<file path="config.mk">
export PLATFORM = sky130hd
export DESIGN_NAME = uart_tx
export DESIGN_NICKNAME = d
export VERILOG_FILES = /design/src/rtl/uart_pkg.sv /design/src/rtl/uart_baud_counter.sv /design/src/rtl/uart_tx.sv
export SDC_FILE = /design/constraint.sdc
export NUM_CORES = 1
export LEC_CHECK = 0
export BUFFER_PORTS_ARGS = -buffer_cell sky130_fd_sc_hd__buf_4
export CORE_MARGIN = 2
export CORE_UTILIZATION = 52
export DETAILED_ROUTE_END_ITERATION = 7
export PLACE_DENSITY = 0.77
export REMOVE_ABC_BUFFERS = 1
export SYNTH_ARGS = -nofsm -noshare
export SYNTH_HDL_FRONTEND = slang
export SYNTH_HIERARCHICAL = 1
export SYNTH_SLANG_ARGS = --single-unit
</file>
<file path="constraint.sdc">
create_clock -name clk -period 2.6 [get_ports clk]
set_clock_uncertainty 0.2 [all_clocks]
set_input_delay 0.65 -clock clk [delete_from_list [all_inputs] [get_ports clk]]
set_output_delay 0.65 -clock clk [all_outputs]
set_load 0.02 [all_outputs]
</file>
<file path="src/rtl/uart_pkg.sv">
// Shared UART definitions: transmitter state encoding, parity modes and a
// width helper used by the transmitter and the baud counter.
package uart_pkg;

  typedef enum logic [2:0] {
    IDLE  = 3'd0,
    START = 3'd1,
    DATA  = 3'd2,
    PAR   = 3'd3,
    STOP  = 3'd4,
    DONE  = 3'd5
  } uart_tx_state_t;

  localparam int PAR_NONE = 0;
  localparam int PAR_EVEN = 1;
  localparam int PAR_ODD  = 2;

  // A counter for n states never needs fewer than one bit, even when n is 1.
  function automatic int safeClog2(input int n);
    return (n > 1) ? $clog2(n) : 1;
  endfunction

endpackage

</file>
<file path="src/rtl/uart_baud_counter.sv">
// Bit-period timer: counts 0..CLKS_PER_BIT-1 while enabled and flags the last
// cycle of each bit. Shared between the UART transmitter and receiver.
module uart_baud_counter
  import uart_pkg::*;
#(
  parameter int CLKS_PER_BIT = 868
) (
  input  logic clk,
  input  logic reset,
  input  logic clear,
  input  logic en,
  output logic bit_done
);

  localparam int CW = safeClog2(CLKS_PER_BIT);
  localparam logic [CW-1:0] LAST = CW'(CLKS_PER_BIT - 1);

  logic [CW-1:0] count_q;
  logic [CW-1:0] count_d;

  // Clear wins over enable so every new state starts a fresh bit period.
  always_comb begin
    count_d = count_q;
    if (clear) begin
      count_d = '0;
    end else if (en) begin
      if (count_q == LAST) begin
        count_d = '0;
      end else begin
        count_d = count_q + CW'(1);
      end
    end
  end

  always_ff @(posedge clk or posedge reset) begin
    if (reset) begin
      count_q <= '0;
    end else begin
      count_q <= count_d;
    end
  end

  assign bit_done = (count_q == LAST);

endmodule

</file>
<file path="src/rtl/uart_tx.sv">
// UART transmitter: pulls the FIFO head entry, sends one LSB-first frame with
// optional parity, then pops the entry with a single-cycle transmit_complete.
module uart_tx
  import uart_pkg::*;
#(
  parameter int DW           = 7,
  parameter int CLKS_PER_BIT = 868,
  parameter int PARITY       = 0
) (
  input  logic          clk,
  input  logic          reset,
  input  logic          empty,
  input  logic [DW:0]   rd_data,
  output logic          transmit_complete,
  output logic          tx,
  output logic          busy
);

  localparam int IW = safeClog2(DW + 1);
  localparam logic [IW-1:0] LAST_BIT = IW'(DW);

  uart_tx_state_t state_q;
  uart_tx_state_t state_d;
  logic [DW:0]    shreg_q;
  logic [DW:0]    shreg_d;
  logic [IW-1:0]  bitIdx_q;
  logic [IW-1:0]  bitIdx_d;
  logic           parity_q;
  logic           parity_d;
  logic           tx_q;
  logic           tx_d;
  logic           bitDone;
  logic           cntClear;
  logic           cntEn;

  // The entry is latched once at load, so later rd_data changes cannot leak
  // into the frame; parity is taken from that same latched value.
  always_comb begin
    state_d  = state_q;
    shreg_d  = shreg_q;
    bitIdx_d = bitIdx_q;
    parity_d = parity_q;
    case (state_q)
      IDLE: begin
        if (!empty) begin
          state_d  = START;
          shreg_d  = rd_data;
          bitIdx_d = '0;
          parity_d = (^rd_data) ^ (PARITY == PAR_ODD);
        end
      end
      START: begin
        if (bitDone) state_d = DATA;
      end
      DATA: begin
        if (bitDone) begin
          if (bitIdx_q == LAST_BIT) begin
            state_d = (PARITY != PAR_NONE) ? PAR : STOP;
          end else begin
            bitIdx_d = bitIdx_q + IW'(1);
            shreg_d  = shreg_q >> 1;
          end
        end
      end
      PAR: begin
        if (bitDone) state_d = STOP;
      end
      STOP: begin
        if (bitDone) state_d = DONE;
      end
      DONE: begin
        state_d = IDLE;
      end
      default: begin
        state_d = IDLE;
      end
    endcase
  end

  // The line level is decoded from the upcoming state and registered, so tx
  // switches on the same edge as the state and never glitches.
  always_comb begin
    case (state_d)
      START:   tx_d = 1'b0;
      DATA:    tx_d = shreg_d[0];
      PAR:     tx_d = parity_d;
      default: tx_d = 1'b1;
    endcase
  end

  assign cntClear = (state_d != state_q);
  assign cntEn    = (state_q == START) || (state_q == DATA) ||
                    (state_q == PAR)   || (state_q == STOP);

  uart_baud_counter #(
    .CLKS_PER_BIT(CLKS_PER_BIT)
  ) uBaud (
    .clk     (clk),
    .reset   (reset),
    .clear   (cntClear),
    .en      (cntEn),
    .bit_done(bitDone)
  );

  always_ff @(posedge clk or posedge reset) begin
    if (reset) begin
      state_q  <= IDLE;
      shreg_q  <= '0;
      bitIdx_q <= '0;
      parity_q <= 1'b0;
      tx_q     <= 1'b1;
    end else begin
      state_q  <= state_d;
      shreg_q  <= shreg_d;
      bitIdx_q <= bitIdx_d;
      parity_q <= parity_d;
      tx_q     <= tx_d;
    end
  end

  assign tx                = tx_q;
  assign busy              = (state_q != IDLE);
  assign transmit_complete = (state_q == DONE);

endmodule
</file>
==> results.sh, run 1 <==
export IMPL_dpl_instance_area_sq_um=1730
export IMPL_viasPerCell=6.05
export IMPL_route_vias_total=1326
export IMPL_period_share_pct=97.8
export IMPL_tightestPinTransition_ps=617
export IMPL_rsz0062_at_grt="yes"
export IMPL_p_leak_nw=0.829
export IMPL_track_usage_pct=21.5
export IMPL_cp_start_kind="flip-flop"
export IMPL_antenna_found_initial=0
export IMPL_crit_arrival_ps=2590
export IMPL_slew_violations=0
export IMPL_die_x_microns=58.4
export IMPL_synth_cell_types=47
export IMPL_numCtsBuffers=3
export IMPL_clock_fmax_ghz=0.393
export IMPL_synth_edf_count=0
export IMPL_layout_drive_gt1_share_pct=26.6
export IMPL_diodes=0
export IMPL_period_minus_slack_ps=2540
export IMPL_dpl_hpwl_mm=2.43
export IMPL_status="finished clean"
export IMPL_ys_ff_latch=26
export IMPL_detail_route_iter0_violations=67
export IMPL_dieArea_sq_um=3410
export IMPL_initial_core_util_pct=55.3
export IMPL_fin_nets=203
export IMPL_coreArea_sq_um=2780
export IMPL_grt_pass1_vias=1293
export IMPL_ys_seq_area_share_pct=42.4
export IMPL_syn_inst=162
export IMPL_avgSynthCellArea_sq_um=9.50
export IMPL_area_delta_synth_final_pct=19.9
export IMPL_fin_area_sq_um=1850
export IMPL_rows=19
export IMPL_async_flop_share_pct=100
export IMPL_insertion_delay_ps=330
export IMPL_cts_htree_levels=1
export IMPL_gp_congestion=0.934
export IMPL_path_class="flip-flop to flip-flop"
export IMPL_fillerInstances=219
export IMPL_powerDensity_nw_per_um2=596
export IMPL_clockBufferDepth=2
export IMPL_grt_max_degree=17
export IMPL_clock_sinks=26
export IMPL_final_core_util_pct=66.4
export IMPL_synth_top_flop_cell="dfrtp_1"
export IMPL_crit_required_ps=2650
export IMPL_grt_first_pass_wirelength_mm=5.69
export IMPL_cp_max_fo=5
export IMPL_syn_area_sq_um=1540
export IMPL_cap_viol_max_count=0
export IMPL_cts_root_buf="clkbuf_4"
export IMPL_ios=14
export IMPL_maxSlewHeadroom_pct=58.8
export IMPL_crit_start="uBaud/count_q[5]$_DFFE_PP0P_"
export IMPL_rr_startpoint="uBaud/count_q[5]$_DFFE_PP0P_"
export IMPL_fin_tns_setup_ps=0
export IMPL_port_buffers=13
export IMPL_cts_tree="done"
export IMPL_detail_route_first_pass_iterations=5
export IMPL_postRouteAntennaNets=0
export IMPL_setup_viol=0
export IMPL_cts_hold_buf=0
export IMPL_clk_pin_slew_worst_paths_ps=140
export IMPL_die_y_microns=58.4
export IMPL_ir_drop_mv=0.500
export IMPL_hold_viol=0
export IMPL_yosys_warnings=6
export IMPL_wirelength_mm=3.36
export IMPL_overflow=0
export IMPL_hp_class="input port to asynchronous set/reset pin"
export IMPL_post_drt_wl_per_cell_microns=15.3
export IMPL_cp_end_kind="flip-flop"
export IMPL_route_detailed_drc=0
==> layout by cell type, fill, tap and decap left out, types with 2 or more instances in the layout <==
cell type,synthesis,layout
a21oi_1,10,9
a22oi_1,6,6
and2_1,2,2
buf_4,2,30
clkbuf_4,0,3
dfrtp_1,25,25
ha_1,3,3
inv_1,8,8
nand2_1,27,27
nand2b_1,3,3
nand3_1,2,2
nand3b_1,2,2
nand4_1,2,2
nor2_1,5,5
nor3b_1,2,2
o211ai_1,2,2
o21ai_0,10,8
o311ai_0,2,2
o31a_1,2,2
o31ai_1,4,4
xnor2_1,9,9
==> worst paths after layout <==
kind                                           endpoint  slack, ps  cells after the start
max                        uBaud/count_q[8]$_DFFE_PP0P_         60                     10
min                        uBaud/count_q[3]$_DFFE_PP0P_        100                      2
max reg2reg                uBaud/count_q[8]$_DFFE_PP0P_         60                     10
min reg2reg                      shreg_q[5]$_DFFE_PP0P_        300                      2
max in group asynchronous        shreg_q[4]$_DFFE_PP0P_       1610                      2
min in group clk                 shreg_q[5]$_DFFE_PP0P_        300                      2
==> cells in the mapped netlist (3+ instances only) <==
| cell type | count | area (sq um) |
|---|---|---|
| dfrtp_1 | 25 | 626 |
| a22oi_1 | 6 | 45.0 |
| o31ai_1 | 4 | 30.0 |
| ha_1 | 3 | 37.5 |
| xnor2_1 | 9 | 78.8 |
| nand2b_1 | 3 | 18.8 |
| o21ai_0 | 10 | 50.1 |
| nor2_1 | 5 | 18.8 |
| a21oi_1 | 10 | 50.1 |
| nand2_1 | 27 | 101 |
| buf_2 | 5 | 25.0 |
| inv_1 | 8 | 30.0 |
==> layer usage <==
layer	up-vias	track usage, %	share of wire, %
li1	639	-	-
met1	645	27.7	44
met2	33	36.3	51
met3	9	1.98	3.0
met4	0	10.6	2.5
met5	-	0	0
==> flip-flops by register name, summed over array words and instances (netlist names) <==
name           cells
bitIdx_q           3
parity_q           1
shreg_q            8
state_q            3
tx                 1
uBaud/count_q     10
==> critical path, cell delays in order, from the launching register on <==
cell	delay, ps
dfrtp_1	430
or3b_4	420
nor3_4	230
o21ai_1	140
nand2_1	90
nand2_1	60
o21ai_2	120
buf_6	130
o211ai_1	110
or4_1	410
a21oi_1	140
==> cells by family (layout without fill, tap and decap cells) <==
| family | Yosys count | after routing | share of synthesized area, % |
|---|---|---|---|
| XOR/XNOR | 10 | 10 | 5.69 |
| adder cells (fa/ha/maj) | 3 | 3 | 2.44 |
| flip-flops | 26 | 26 | 42.4 |
| AO/OA/AOI/OAI | 47 | 47 | 22.8 |
| multiplexers | 1 | 1 | 0.732 |
| AND/OR/NAND/NOR | 58 | 58 | 20.3 |
| buffers and inverters | 17 | 43 | 5.61 |
==> report_power, final <==
group          switching (mW)  internal (mW)
sequential             0.0472          0.477
combinational           0.188          0.182
clock                   0.120         0.0857
==> cell type report <==
type	count	area [sq um]	share of cell area [%]
tap	31	38.8	2.10
inverter	8	30.0	1.63
sequential	26	652	35.3
multi-input combinational	119	852	46.2
clock buffer	4	36.3	1.97
timing repair buffer	31	236	12.8
==> what timing repair did <==
| action | CTS | global route |
|---|---|---|
| buffers inserted | 0 | 3 |
| hold endpoints to repair | 0 | 0 |
| pin swaps | 0 | 8 |
| endpoints found under the setup margin | 8 | 7 |
| gates resized for setup | 4 | 8 |
==> through the flow <==
stage	setup slack [ps]	total power, mW	hold WS, ps	cells
after CTS	3.21	1.07	101	216
after global routing	-94.1	1.17	115	219
after detailed placement	-208	0.855	271	212
after floorplan	-736	0.710	246	153
after global placement	-55.7	0.832	261	212
final	58.0	1.10	96.0	219
No activity file was read; power rests on OpenSTA's default activity.
==> run 2: changes to the inputs <==
Settings changed: SYNTH_HIERARCHICAL 1 to unset.
==> results.sh, run 2 <==
export IMPL_status="finished clean"
export IMPL_hold_viol=0
export IMPL_detail_route_iter0_violations=83
export IMPL_synth_edf_count=0
export IMPL_period_share_pct=92.9
export IMPL_ios=14
export IMPL_dpl_instance_area_sq_um=1590
export IMPL_cts_tree="done"
export IMPL_fin_area_sq_um=1650
export IMPL_route_detailed_drc=0
export IMPL_slowest_stage="or4b_4"
export IMPL_synthTopCellsByCount="29 x nand2_1, 25 x dfrtp_1, 14 x nor2_1, 14 x o21ai_0, 9 x xnor2_1"
export IMPL_insertion_delay_ps=340
export IMPL_ys_seq_area_share_pct=45.0
export IMPL_cp_start_kind="flip-flop"
export IMPL_maxSlewHeadroom_pct=64.7
export IMPL_crit_chain="ha_1, ha_1, or4b_4, nor4_4, buf_6, a22oi_2, o311a_2, o211ai_2"
export IMPL_whs_ps=146
export IMPL_clock_fmax_ghz=0.414
export IMPL_dpl_hpwl_mm=2.23
export IMPL_postRouteAntennaNets=0
export IMPL_final_common_cell="nand2_1"
export IMPL_gp_congestion=0.854
export IMPL_rsz0062_at_grt="no"
export IMPL_grt_first_pass_wirelength_mm=5.35
export IMPL_largest_register="uBaud.count_q"
export IMPL_crit_top_cell="ha_1"
export IMPL_tightestPinTransition_ps=526
export IMPL_route_vias_total=1202
export IMPL_hp_class="input port to asynchronous set/reset pin"
export IMPL_clock_sinks=26
export IMPL_yosysMostFrequentCell="nand2_1"
export IMPL_initial_core_util_pct=53.4
export IMPL_slew_violations=0
export IMPL_ys_ff_latch=26
export IMPL_detail_route_first_pass_iterations=4
export IMPL_rr_startpoint="bitIdx_q[0]$_DFFE_PP0P_"
export IMPL_reg_top3="uBaud.count_q: 10 flops, shreg_q: 8 flops"
export IMPL_path_class="flip-flop to flip-flop"
export IMPL_cts_htree_levels=1
export IMPL_crit_arrival_ps=2490
export IMPL_numCtsBuffers=3
export IMPL_synth_top_area_cell="dfrtp_1"
export IMPL_dieArea_sq_um=3220
export IMPL_largest_reg_flops=10
export IMPL_synth_top_flop_cell="dfrtp_1"
export IMPL_cap_viol_max_count=0
export IMPL_rows=19
export IMPL_track_usage_pct=21.3
export IMPL_ir_drop_mv=0.413
export IMPL_grt_pass1_vias=1186
export IMPL_instances_no_fill=205
export IMPL_mostFrequentLayoutCells="29 x nand2_1, 25 x dfrtp_1, 17 x buf_4"
export IMPL_synth_cell_types=46
export IMPL_viasPerCell=5.86
export IMPL_fin_total_pwr_uw=766
export IMPL_cp_end_kind="flip-flop"
export IMPL_powerDensity_nw_per_um2=465
export IMPL_wirelength_mm=3.02
export IMPL_synth_area_top_cells="dfrtp_1 43%, nand2_1 7.5%, xnor2_1 5.4%"
export IMPL_port_buffers=13
export IMPL_cp_max_fo=9
export IMPL_die_x_microns=56.8
export IMPL_cts_root_buf="clkbuf_4"
export IMPL_clk_pin_slew_worst_paths_ps=150
export IMPL_die_y_microns=56.8
export IMPL_cts_hold_buf=0
export IMPL_coreArea_sq_um=2710
export IMPL_antenna_found_initial=0
export IMPL_overflow=0
export IMPL_post_drt_wl_per_cell_microns=14.7
export IMPL_yosys_warnings=0
export IMPL_async_flop_share_pct=100
export IMPL_setup_viol=0
export IMPL_avgSynthCellArea_sq_um=9.22
export IMPL_syn_area_sq_um=1450
export IMPL_crit_start="bitIdx_q[0]$_DFFE_PP0P_"
export IMPL_yosysTopAreaCellShare_pct=43.2
export IMPL_placed_cells=201
export IMPL_syn_inst=157
export IMPL_period_minus_slack_ps=2410
export IMPL_fin_nets=189
export IMPL_p_leak_nw=0.752
export IMPL_critical_path_max_stage_delay_ps=550
export IMPL_final_core_util_pct=60.7
export IMPL_layout_drive_gt1_share_pct=19.5
export IMPL_clockBufferDepth=2
export IMPL_grt_max_degree=27
export IMPL_area_delta_synth_final_pct=13.7
export IMPL_crit_required_ps=2670
export IMPL_diodes=0
[run 2: cell count changes after synthesis, sizes merged, moves of 3 or more]
cell | before | now
o21ai | 10 | 16
nand2 | 27 | 30
buf | 8 | 4
a21oi | 10 | 2
nor2 | 5 | 15
[run 2: worst max-delay path, delay by kind of cell, from the launching register on]
family / cells / cell delay, ps
AO/OA/AOI/OAI: 3 / 340
adder cells (fa/ha/maj): 2 / 420
buffers and inverters: 1 / 190
flip-flops: 1 / 420
AND/OR/NAND/NOR: 2 / 770
[run 2: cells by family after synthesis]
group | Yosys count | share of synthesized area (%)
simple gates | 68 | 23.8
xor+xnor | 9 | 5.45
compound gates | 37 | 17.6
fa+ha+maj | 3 | 2.59
mux | 2 | 1.47
flops | 26 | 45.0
buf+inv | 12 | 4.06
[run 2: final cells by class]
type / instances / area, sq um
multi-input cells: 119 / 737
fillers: 242 / 1060
repair buffers: 18 / 139
clock buffers: 3 / 22.5
inverters: 7 / 26.3
flip-flops and latches: 26 / 652
well taps: 31 / 38.8
clock inverters: 1 / 30.0
[run 2: path summary, 6_finish.rpt]
path | to | slack, ps | cells after the start
setup / recovery | tx$_DFF_PP1_ | 190 | 8
hold / removal | shreg_q[2]$_DFFE_PP0P_ | 150 | 3
setup reg to reg | tx$_DFF_PP1_ | 190 | 8
hold reg to reg | shreg_q[4]$_DFFE_PP0P_ | 300 | 2
max in group asynchronous | tx$_DFF_PP1_ | 1750 | 3
min in group clk | shreg_q[4]$_DFFE_PP0P_ | 300 | 2
[run 2: per-layer routing]
layer  vias to the layer above  wire, microns  share of wire (%)  GRT usage [%]
li1                        587              -                  -              -
met1                       581           1350                 45           29.2
met2                        27           1500                 50           34.2
met3                         7            106                3.5           2.76
met4                         0             66                2.2           8.64
met5                         -              0                  0              0
[run 2: report_power, final]
part	switching [mW]	internal (mW)	total, mW
Sequential	0.00583	0.415	0.421
Clock	0.131	0.156	0.287
Combinational	0.0284	0.0297	0.0581
[run 2: what timing repair did]
item | in CTS | in global routing
resized for setup | 0 | 1
endpoints found under the setup margin | 0 | 1
buffers inserted | 0 | 0
[run 2: per-stage QoR]
| stage | worst slack, ps | setup TNS [ps] |
|---|---|---|
| detailed placement | 83.5 | 0 |
| floorplan | -0.247 | -0.247 |
| CTS | 46.5 | 0 |
| global placement | 180 | 0 |
| finish | 185 | 0 |
| global route | 117 | 0 |
